### src/rtl/seg7_scan_ctrl.sv
// seg7_scan_ctrl: scan controller for an 8-digit multiplexed seven-segment display.
// Steps the digit select CIn through the enabled digits of dig_mask, one slot of
// DIV cycles per digit. The first BLANK cycles of every slot are blanked, which
// suppresses ghosting while the upstream mux settles on the new digit.
//   clk, rst_n  : clock, asynchronous active-low reset
//   en          : scan enable; low blanks the outputs and restarts the scan
//   dig_mask    : per-digit display enable, sampled only on slot-start edges
//   seg_in      : segment pattern from the upstream mux (combinational from CIn)
//   CIn         : registered digit select to the upstream mux
//   seg_out     : active-high segment drive
//   an_n        : active-low one-hot digit anodes
//   frame_done  : one-cycle pulse on the first cycle of each scan wrap
module seg7_scan_ctrl #(
  parameter int unsigned DIV   = 1000,
  parameter int unsigned BLANK = 16
) (
  input  logic       clk,
  input  logic       rst_n,
  input  logic       en,
  input  logic [7:0] dig_mask,
  input  logic [6:0] seg_in,
  output logic [2:0] CIn,
  output logic [6:0] seg_out,
  output logic [7:0] an_n,
  output logic       frame_done
);

  localparam int unsigned CW = 16;

  logic [CW-1:0] r_cnt;
  logic          r_restart;  // first enabled edge begins a slot at once
  logic          r_first;    // next successful search starts at digit 0
  logic          r_active;   // current slot has a digit selected

  logic          w_slot_start;
  logic [2:0]    w_base;
  logic [2:0]    w_idx;
  logic [2:0]    w_pick;
  logic          w_found;
  logic          w_wrap;
  logic [CW-1:0] w_cnt_nxt;
  logic [2:0]    w_cin_nxt;
  logic          w_act_nxt;
  logic          w_show;

  // Next-digit search and next-state values for the coming edge.
  always_comb begin
    w_slot_start = r_restart || (r_cnt == CW'(DIV - 1));
    w_base       = r_first ? 3'd0 : CIn + 3'd1;
    w_idx        = w_base;
    w_pick       = w_base;
    w_found      = 1'b0;
    for (int i = 0; i < 8; i++) begin
      w_idx = w_base + 3'(i);
      if (!w_found && dig_mask[w_idx]) begin
        w_pick  = w_idx;
        w_found = 1'b1;
      end
    end
    w_wrap    = r_first || (w_pick <= CIn);
    w_cnt_nxt = w_slot_start ? '0 : r_cnt + CW'(1);
    w_cin_nxt = (w_slot_start && w_found) ? w_pick : CIn;
    w_act_nxt = w_slot_start ? w_found : r_active;
    // Slot position >= BLANK >= 1 guarantees seg_in was sampled with the new CIn.
    w_show    = w_act_nxt && (w_cnt_nxt >= CW'(BLANK));
  end

  // Scan state and registered outputs.
  always_ff @(posedge clk or negedge rst_n) begin
    if (!rst_n) begin
      r_cnt      <= '0;
      r_restart  <= 1'b1;
      r_first    <= 1'b1;
      r_active   <= 1'b0;
      CIn        <= 3'd0;
      seg_out    <= 7'h00;
      an_n       <= 8'hFF;
      frame_done <= 1'b0;
    end else if (!en) begin
      r_cnt      <= '0;
      r_restart  <= 1'b1;
      r_first    <= 1'b1;
      r_active   <= 1'b0;
      CIn        <= 3'd0;
      seg_out    <= 7'h00;
      an_n       <= 8'hFF;
      frame_done <= 1'b0;
    end else begin
      r_cnt    <= w_cnt_nxt;
      CIn      <= w_cin_nxt;
      r_active <= w_act_nxt;
      if (w_slot_start) begin
        r_restart <= 1'b0;
        if (w_found) begin
          r_first <= 1'b0;
        end
      end
      frame_done <= w_slot_start && w_found && w_wrap;
      an_n       <= w_show ? ~(8'b1 << w_cin_nxt) : 8'hFF;
      seg_out    <= w_show ? seg_in : 7'h00;
    end
  end

endmodule

### config.mk
export PLATFORM = sky130hd
export DESIGN_NAME = seg7_scan_ctrl
export DESIGN_NICKNAME = d
export VERILOG_FILES = /design/src/rtl/seg7_scan_ctrl.sv
export SDC_FILE = /design/constraint.sdc
export NUM_CORES = 1
export LEC_CHECK = 0
export ABC_AREA = 1
export BUFFER_PORTS_ARGS = -buffer_cell sky130_fd_sc_hd__buf_2
export CORE_MARGIN = 3
export CORE_UTILIZATION = 30
export DETAILED_ROUTE_END_ITERATION = 8
export RECOVER_POWER = 25
export SLEW_MARGIN = 15
export SYNTH_ARGS = -nofsm -noshare
export SYNTH_HDL_FRONTEND = slang
export SYNTH_SLANG_ARGS = --single-unit
export TNS_END_PERCENT = 50
### constraint.sdc
create_clock -name clk -period 3.3 [get_ports clk]
set_input_delay 0.165 -clock clk [delete_from_list [all_inputs] [get_ports clk]]
set_output_delay 0.165 -clock clk [all_outputs]
set_load 0.02 [all_outputs]
**After elaboration in Yosys (flattened, before gate mapping)**

Cells that the tools add are included.

- Add/subtract/negate cells: 9
- $mul: 0
- Div/mod/pow operators: 0
- Order comparisons: 10
- Equal/unequal tests: 3
- Shifts and indexed selects: 1
- Multiplexer cells: 48
- Bitwise gates (word level): 1
- Reduce and logical (&&, ||, !) cells: 20

Operators by type and width:

| kind | number |
|---|---|
| < comparator 3 x 4 -> 1 bit (second input constant) | 8 |
| 2-to-1 mux 16 bit | 2 |
| 2-to-1 mux 3 bit | 10 |
| binary-select mux 1 bit (select 3 bit) | 8 |
| 2-to-1 mux 1 bit | 24 |
| adder 16 x 1 -> 16 bit (second input constant) | 1 |
| equality test 16 x 10 -> 1 bit (second input constant) | 1 |
| >= comparator 16 x 5 -> 1 bit (second input constant) | 1 |
| 2-to-1 mux 8 bit | 2 |
| 2-to-1 mux 7 bit | 2 |
| adder 3 bit (second input constant) | 4 |
| logical AND 1 bit | 10 |
| NOT 8 bit | 1 |
| << shifter 1 x 3 -> 8 bit (first input constant) | 1 |
| logical NOT 1 bit | 7 |
| adder 3 x 1 -> 3 bit (second input constant) | 2 |
| adder 3 x 2 -> 3 bit (second input constant) | 2 |
| != test 2 x 1 -> 1 bit (second input constant) | 2 |
| <= comparator 3 bit | 1 |
| logical OR 1 bit | 2 |
| AND reduction 2 bit | 1 |

- Bits in registers: 38
- Latch bits: 0
- RAM bits: 0
- ROM bits: 0
- Bits of input ports: 18
- Output and inout port bits: 19
- Logic and storage cells: 100
- Memories kept: 0

**Depth between registers and ports, before layout**

- Depth in word-level cells: 32
- Depth in mapped cells: 24
- Mapped depth without buffers: 23

**Worst setup path before layout**

OpenSTA, ideal clock, no wires.

- Path type: register to register
- Start point: reg CIn[0]
- End point: reg frame_done
- Library setup time: 0.082 ns
- Arrival: 3.196 ns
- Required time: 3.218 ns
- Path slack: 0.022 ns
- Cell stages (with the launch flop): 23
- Buffers on the path: 1
- Period minus slack after synthesis: 3.278 ns
- Path through: dfrtp_1 > ha_1 > nand2_4 > buf_6 > ha_1 > inv_1 > nand3_1 > nand2_1 > nand2_1 > nand2_2 > nand3_4 > nor2_4 > nand4_1 > nand2_1 > inv_1 > nand2_1 > nand2_1 > nand2_1 > nand2_1 > ha_1 > a21oi_1 > o21ai_0 > a31oi_1

- Longest elaborated chain between the ends: 30
- Elaborated cells on any way between the ends: 59
- Classes of those cells: add/sub: 8; order compare: 1; mux: 33; reduce/logical: 17

RTL lines:

| item | line | text |
|---|---|---|
| start, declared | 22 | `output logic [2:0] CIn,` |
| start signal, assigned | 90 | `CIn <= w_cin_nxt;` |
| parallel branches: the longest is 28 deep, another holds adder 3 x 1 -> 3 bit | - |  |
| logical AND 1 bit (*) | 98 | `frame_done <= w_slot_start && w_found && w_wrap;` |
| 2-to-1 mux 1 bit (*) | 79 | `end else if (!en) begin` |
| end signal, assigned | 98 |  |
| end, declared | 25 | `output logic frame_done` |

Mark *: on every way between the ends. The select of a mux whose other input is x is not followed.
A chain may end at the register's enable or synchronous reset.

**Worst setup path in the final report**

Ends and elaborated chain as after synthesis.

==> impl_results.html <==
<table>
<tr><th>Metric</th><th>Value</th></tr>
<tr><th colspan="2">Status</th></tr>
<tr><td>Failing checks</td><td>max-capacitance violations, max-slew violations</td></tr>
<tr><td>Status</td><td>finished with violations</td></tr>
<tr><th colspan="2">Clock tree</th></tr>
<tr><td>CTS clock-pin slew for the worst setup and hold paths</td><td>0.07 ns</td></tr>
<tr><td>Maximum level of the CTS H-tree</td><td>2</td></tr>
<tr><td>Worst-skew pair later-pin latency</td><td>0.29 ns</td></tr>
<tr><td>Clock buffers created by TritonCTS</td><td>5</td></tr>
<tr><td>CTS root buf</td><td>sky130_fd_sc_hd__clkbuf_8</td></tr>
<tr><td>Bufs on Longest Clock Path</td><td>2</td></tr>
<tr><td>CTS sink count</td><td>38</td></tr>
<tr><td>Clock tree from TritonCTS</td><td>yes</td></tr>
<tr><th colspan="2">Synth</th></tr>
<tr><td>Share of synthesized flip-flops with an asynchronous set or reset</td><td>100.0%</td></tr>
<tr><td>Sequential-to-total area share from yosys stat</td><td>34.04%</td></tr>
<tr><td>Main synth FF type</td><td>sky130_fd_sc_hd__dfrtp_1</td></tr>
<tr><td>Post-synthesis register bit count</td><td>38</td></tr>
<tr><td>Post-Syn Instances</td><td>423</td></tr>
<tr><td>Area contributors post-synth</td><td>sky130_fd_sc_hd__dfrtp_1, sky130_fd_sc_hd__nand2_1, sky130_fd_sc_hd__dfstp_2</td></tr>
<tr><td>Syn Nets</td><td>447</td></tr>
<tr><td>Top cell type's share of synthesized area</td><td>24.76%</td></tr>
<tr><td>Mean Syn Cell Area</td><td>6.691 µm²</td></tr>
<tr><td>Post-synthesis cell type count</td><td>37</td></tr>
<tr><td>Post-synthesis instance area</td><td>0.002830 mm²</td></tr>
<tr><td>Most area-hungry cell type in the Yosys netlist</td><td>sky130_fd_sc_hd__dfrtp_1</td></tr>
<tr><td>Number of synthesized flops with an enable pin</td><td>0</td></tr>
<tr><td>Yosys warning count</td><td>0</td></tr>
<tr><th colspan="2">STA</th></tr>
<tr><td>Setup TNS</td><td>0 ns</td></tr>
<tr><td>Post-route worst setup slack</td><td>0.2442 ns</td></tr>
<tr><td>Slew @ Worst Pin</td><td>1.948 ns</td></tr>
<tr><td>Final setup violating endpoints</td><td>0</td></tr>
<tr><td>Setup skew after layout</td><td>0.006379 ns</td></tr>
<tr><td>Period utilization</td><td>92.60%</td></tr>
<tr><td>Number of pins exceeding their max-slew limit in the final report</td><td>39</td></tr>
<tr><td>Post-layout minimum cycle time</td><td>3.056 ns</td></tr>
<tr><td>Max_slew headroom</td><td>-29.87%</td></tr>
<tr><td>RSZ-0062 raised after global routing</td><td>false</td></tr>
<tr><td>Number of endpoints with negative hold slack in the final report</td><td>0</td></tr>
<tr><td>Achievable frequency</td><td>0.3272 GHz</td></tr>
<tr><th colspan="2">Place</th></tr>
<tr><td>Number of port buffers</td><td>36</td></tr>
<tr><td>Setup slack at placement</td><td>0.08801 ns</td></tr>
<tr><td>Detailed placement HPWL</td><td>5397 µm</td></tr>
<tr><td>RD Place Congestion</td><td>0.8969</td></tr>
<tr><td>Placed Area</td><td>0.003153 mm²</td></tr>
<tr><th colspan="2">Global routing</th></tr>
<tr><td>Largest net degree at the start of global routing</td><td>39</td></tr>
<tr><td>Antenna violations before repair</td><td>0</td></tr>
<tr><td>Vias in the first global route</td><td>2,604</td></tr>
<tr><td>All-layer global routing usage</td><td>13.34%</td></tr>
<tr><td>Total gr overflow</td><td>0</td></tr>
<tr><td>Global-route wire length before repair</td><td>11,520 µm</td></tr>
<tr><th colspan="2">Die</th></tr>
<tr><td>Die width</td><td>103.1 µm</td></tr>
<tr><td>Starting density of the core</td><td>31.68%</td></tr>
<tr><td>Floorplan die area</td><td>0.01064 mm²</td></tr>
<tr><td>Number of rows in the core area</td><td>34</td></tr>
<tr><td>Area of the core</td><td>0.008934 mm²</td></tr>
<tr><td>Number of I/O pins</td><td>37</td></tr>
<tr><td>Height of the die</td><td>103.1 µm</td></tr>
<tr><th colspan="2">Route</th></tr>
<tr><td>Final Routed Wirelength</td><td>6853 µm</td></tr>
<tr><td>Number of DRC violations after detailed routing</td><td>0</td></tr>
<tr><td>Number of vias after detailed routing</td><td>2,806</td></tr>
<tr><td>ANT nets after route</td><td>0</td></tr>
<tr><td>Iter 0 DRT Violations</td><td>167</td></tr>
<tr><td>1st-pass router iterations</td><td>5</td></tr>
<tr><td>Vias/cell</td><td>4.846</td></tr>
<tr><td>Routed wire per std cell</td><td>11.84 µm</td></tr>
<tr><th colspan="2">Hold path</th></tr>
<tr><td>Hold Crit Start</td><td>seg_in[5]</td></tr>
<tr><td>Class of the worst hold path</td><td>primary input to register</td></tr>
<tr><th colspan="2">Pwr</th></tr>
<tr><td>Static Leak</td><td>1.688 nW</td></tr>
<tr><td>Cell area power density</td><td>574.0 mW/mm²</td></tr>
<tr><td>VDD IR-drop max</td><td>248.0 µV</td></tr>
<tr><th colspan="2">Worst setup path</th></tr>
<tr><td>Max Fanout on Critical Path</td><td>6</td></tr>
<tr><td>Highest-delay cell along the critical path</td><td>sky130_fd_sc_hd__dfrtp_1</td></tr>
<tr><td>Buf+Inv Stages, Crit Path</td><td>4</td></tr>
<tr><td>Startpoint of the lowest-slack register-to-register path</td><td>CIn[0]</td></tr>
<tr><td>Data required time at the worst endpoint</td><td>3.51 ns</td></tr>
<tr><td>Most used cell along the critical path</td><td>sky130_fd_sc_hd__nand2_1</td></tr>
<tr><td>Worst setup SP type</td><td>register</td></tr>
<tr><td>Worst Setup End Kind</td><td>register</td></tr>
<tr><td>Launch point of the critical path</td><td>CIn[0]</td></tr>
<tr><td>Ordered cell list for the critical path</td><td>buf_4, inv_2, nand2_4, ha_4, buf_4, nand3_1, nand2_1, nand2_1, nand2_2, nand3_4, nor2_4, nand4_1, nand2_1, inv_1, nand2_1, nand2_1, nand2_1, nand2_1, ha_4, a21oi_1, o21ai_0, a31oi_1</td></tr>
<tr><td>Path type of the worst setup path</td><td>register to register</td></tr>
<tr><td>Stage delay of the slowest cell on the critical path</td><td>0.41 ns</td></tr>
<tr><td>Crit path DAT</td><td>3.27 ns</td></tr>
<tr><td>Family with the most delay on the worst path</td><td>simple AND/OR/NAND/NOR gates</td></tr>
<tr><th colspan="2">Job</th></tr>
<tr><td>Max Cap Viol</td><td>1</td></tr>
<tr><th colspan="2">Layout</th></tr>
<tr><td>Area added between synthesis and finish</td><td>16.14%</td></tr>
<tr><td>Share of cells above drive strength 1</td><td>19.11%</td></tr>
<tr><td>Multi-input gate area</td><td>0.001660 mm²</td></tr>
<tr><td>Area of all placed cells without fillers</td><td>0.003287 mm²</td></tr>
<tr><td>FF+latch area</td><td>963.4 µm²</td></tr>
<tr><td>Number of diodes</td><td>0</td></tr>
<tr><td>Commonest cells after routing, fill and taps aside</td><td>sky130_fd_sc_hd__nand2_1, sky130_fd_sc_hd__nor2_1, sky130_fd_sc_hd__nand3_1</td></tr>
<tr><td>Fill cell count</td><td>953</td></tr>
<tr><td>Number of nets in the layout</td><td>494</td></tr>
<tr><td>Most frequent standard cell in the layout excluding fill and tap cells</td><td>sky130_fd_sc_hd__nand2_1</td></tr>
</table>
## cell families (layout without fill, tap and decap cells)
logic type | after synthesis | after routing | synth area share [%]
buf+inv | 58 | 106 | 8.797
flops | 38 | 38 | 34.04
fa+ha+maj | 6 | 6 | 2.652
compound gates | 30 | 30 | 6.411
xor+xnor | 1 | 1 | 0.5749
simple gates | 290 | 290 | 47.52
## metal layers
| metal | share of wire (%) | wire length, µm | global-route usage (%) |
|---|---|---|---|
| met1 | 47 | 3214 | 17.86 |
| met2 | 49 | 3360 | 22.40 |
| met3 | 3.1 | 210 | 2.300 |
| met4 | 0.99 | 68 | 3.187 |
| met5 | 0 | 0 | 0 |
## stage by stage
| step | utilization (%) | total power (W) | std cells | hold WS (ns) |
|---|---|---|---|---|
| 3_5_place_dp | 35.29 | 0.001513 | 569 | 0.3128 |
| 3_3_place_gp | 35.29 | 0.001503 | 569 | 0.3034 |
| 6_report | 36.79 | 0.001887 | 579 | 0.07975 |
| 5_1_grt | 36.79 | 0.002056 | 579 | 0.07817 |
| 2_1_floorplan | - | 0.001284 | 423 | -0.1306 |
| 4_1_cts | 36.43 | 0.001848 | 578 | 0.07086 |
## flip-flops by register name (all words and copies together) (netlist names)
| signal | cells |
|---|---|
| CIn | 3 |
| frame_done | 1 |
| r_active | 1 |
| r_first | 1 |
| an_n | 8 |
| r_restart | 1 |
| seg_out | 7 |
| r_cnt | 16 |
## final timing paths
kind | end | slack (ns) | depth (start not counted)
setup / recovery | frame_done | 0.24 | 22
hold / removal | seg_out[5] | 0.08 | 3
setup reg to reg | frame_done | 0.24 | 22
hold reg to reg | r_cnt[0] | 0.46 | 1
max in group asynchronous | seg_out[1] | 1.22 | 2
min in group asynchronous | r_cnt[0] | 0.95 | 2
## where the power goes
part	switching [W]	leakage [nW]	internal, W
combinational	0.000695	1.15	0.000361
clock	0.000160	0.0482	0.000169
sequential	0.0000178	0.491	0.000485
## what timing repair did
item | CTS | global route
setup buffers | 0 | 1
resized for setup | 0 | 7
setup endpoints to repair | 0 | 1
hold endpoints to repair | 10 | 0
hold buffers | 1 | 0
## synthesized netlist by cell type, types with 2 or more instances
master	number
sky130_fd_sc_hd__nand2_2	8
sky130_fd_sc_hd__nor3_1	5
sky130_fd_sc_hd__inv_2	4
sky130_fd_sc_hd__dfstp_2	10
sky130_fd_sc_hd__ha_1	6
sky130_fd_sc_hd__a21oi_1	12
sky130_fd_sc_hd__nor3b_1	2
sky130_fd_sc_hd__buf_6	3
sky130_fd_sc_hd__nand2_1	146
sky130_fd_sc_hd__inv_4	2
sky130_fd_sc_hd__nor2_1	53
sky130_fd_sc_hd__o21ai_0	9
sky130_fd_sc_hd__inv_1	46
sky130_fd_sc_hd__nand3_2	5
sky130_fd_sc_hd__nand4_1	8
sky130_fd_sc_hd__nand3_1	49
sky130_fd_sc_hd__nor2_2	3
sky130_fd_sc_hd__nand2_4	3
sky130_fd_sc_hd__nor2_4	4
sky130_fd_sc_hd__dfrtp_1	28
## worst register-to-register path, cell delays in order, from the launching register on
cell	delay, ns
sky130_fd_sc_hd__dfrtp_1	0.41
sky130_fd_sc_hd__buf_4	0.18
sky130_fd_sc_hd__inv_2	0.10
sky130_fd_sc_hd__nand2_4	0.10
sky130_fd_sc_hd__ha_4	0.28
sky130_fd_sc_hd__buf_4	0.13
sky130_fd_sc_hd__nand3_1	0.08
sky130_fd_sc_hd__nand2_1	0.09
sky130_fd_sc_hd__nand2_1	0.07
sky130_fd_sc_hd__nand2_2	0.11
sky130_fd_sc_hd__nand3_4	0.09
sky130_fd_sc_hd__nor2_4	0.18
sky130_fd_sc_hd__nand4_1	0.16
sky130_fd_sc_hd__nand2_1	0.11
sky130_fd_sc_hd__inv_1	0.04
sky130_fd_sc_hd__nand2_1	0.07
sky130_fd_sc_hd__nand2_1	0.05
sky130_fd_sc_hd__nand2_1	0.07
sky130_fd_sc_hd__nand2_1	0.08
sky130_fd_sc_hd__ha_4	0.23
sky130_fd_sc_hd__a21oi_1	0.12
sky130_fd_sc_hd__o21ai_0	0.09
sky130_fd_sc_hd__a31oi_1	0.16
## layout make-up
| cell class | instances | area share, % |
|---|---|---|
| clock buffers | 7 | 2.627 |
| clock inverters | 1 | 0.1523 |
| inverters | 53 | 6.205 |
| multi-input cells | 327 | 50.51 |
| flip-flops and latches | 38 | 29.31 |
| well taps | 108 | 4.111 |
| repair buffers | 45 | 7.080 |
Note: power is estimated with default switching activity, not from simulation.
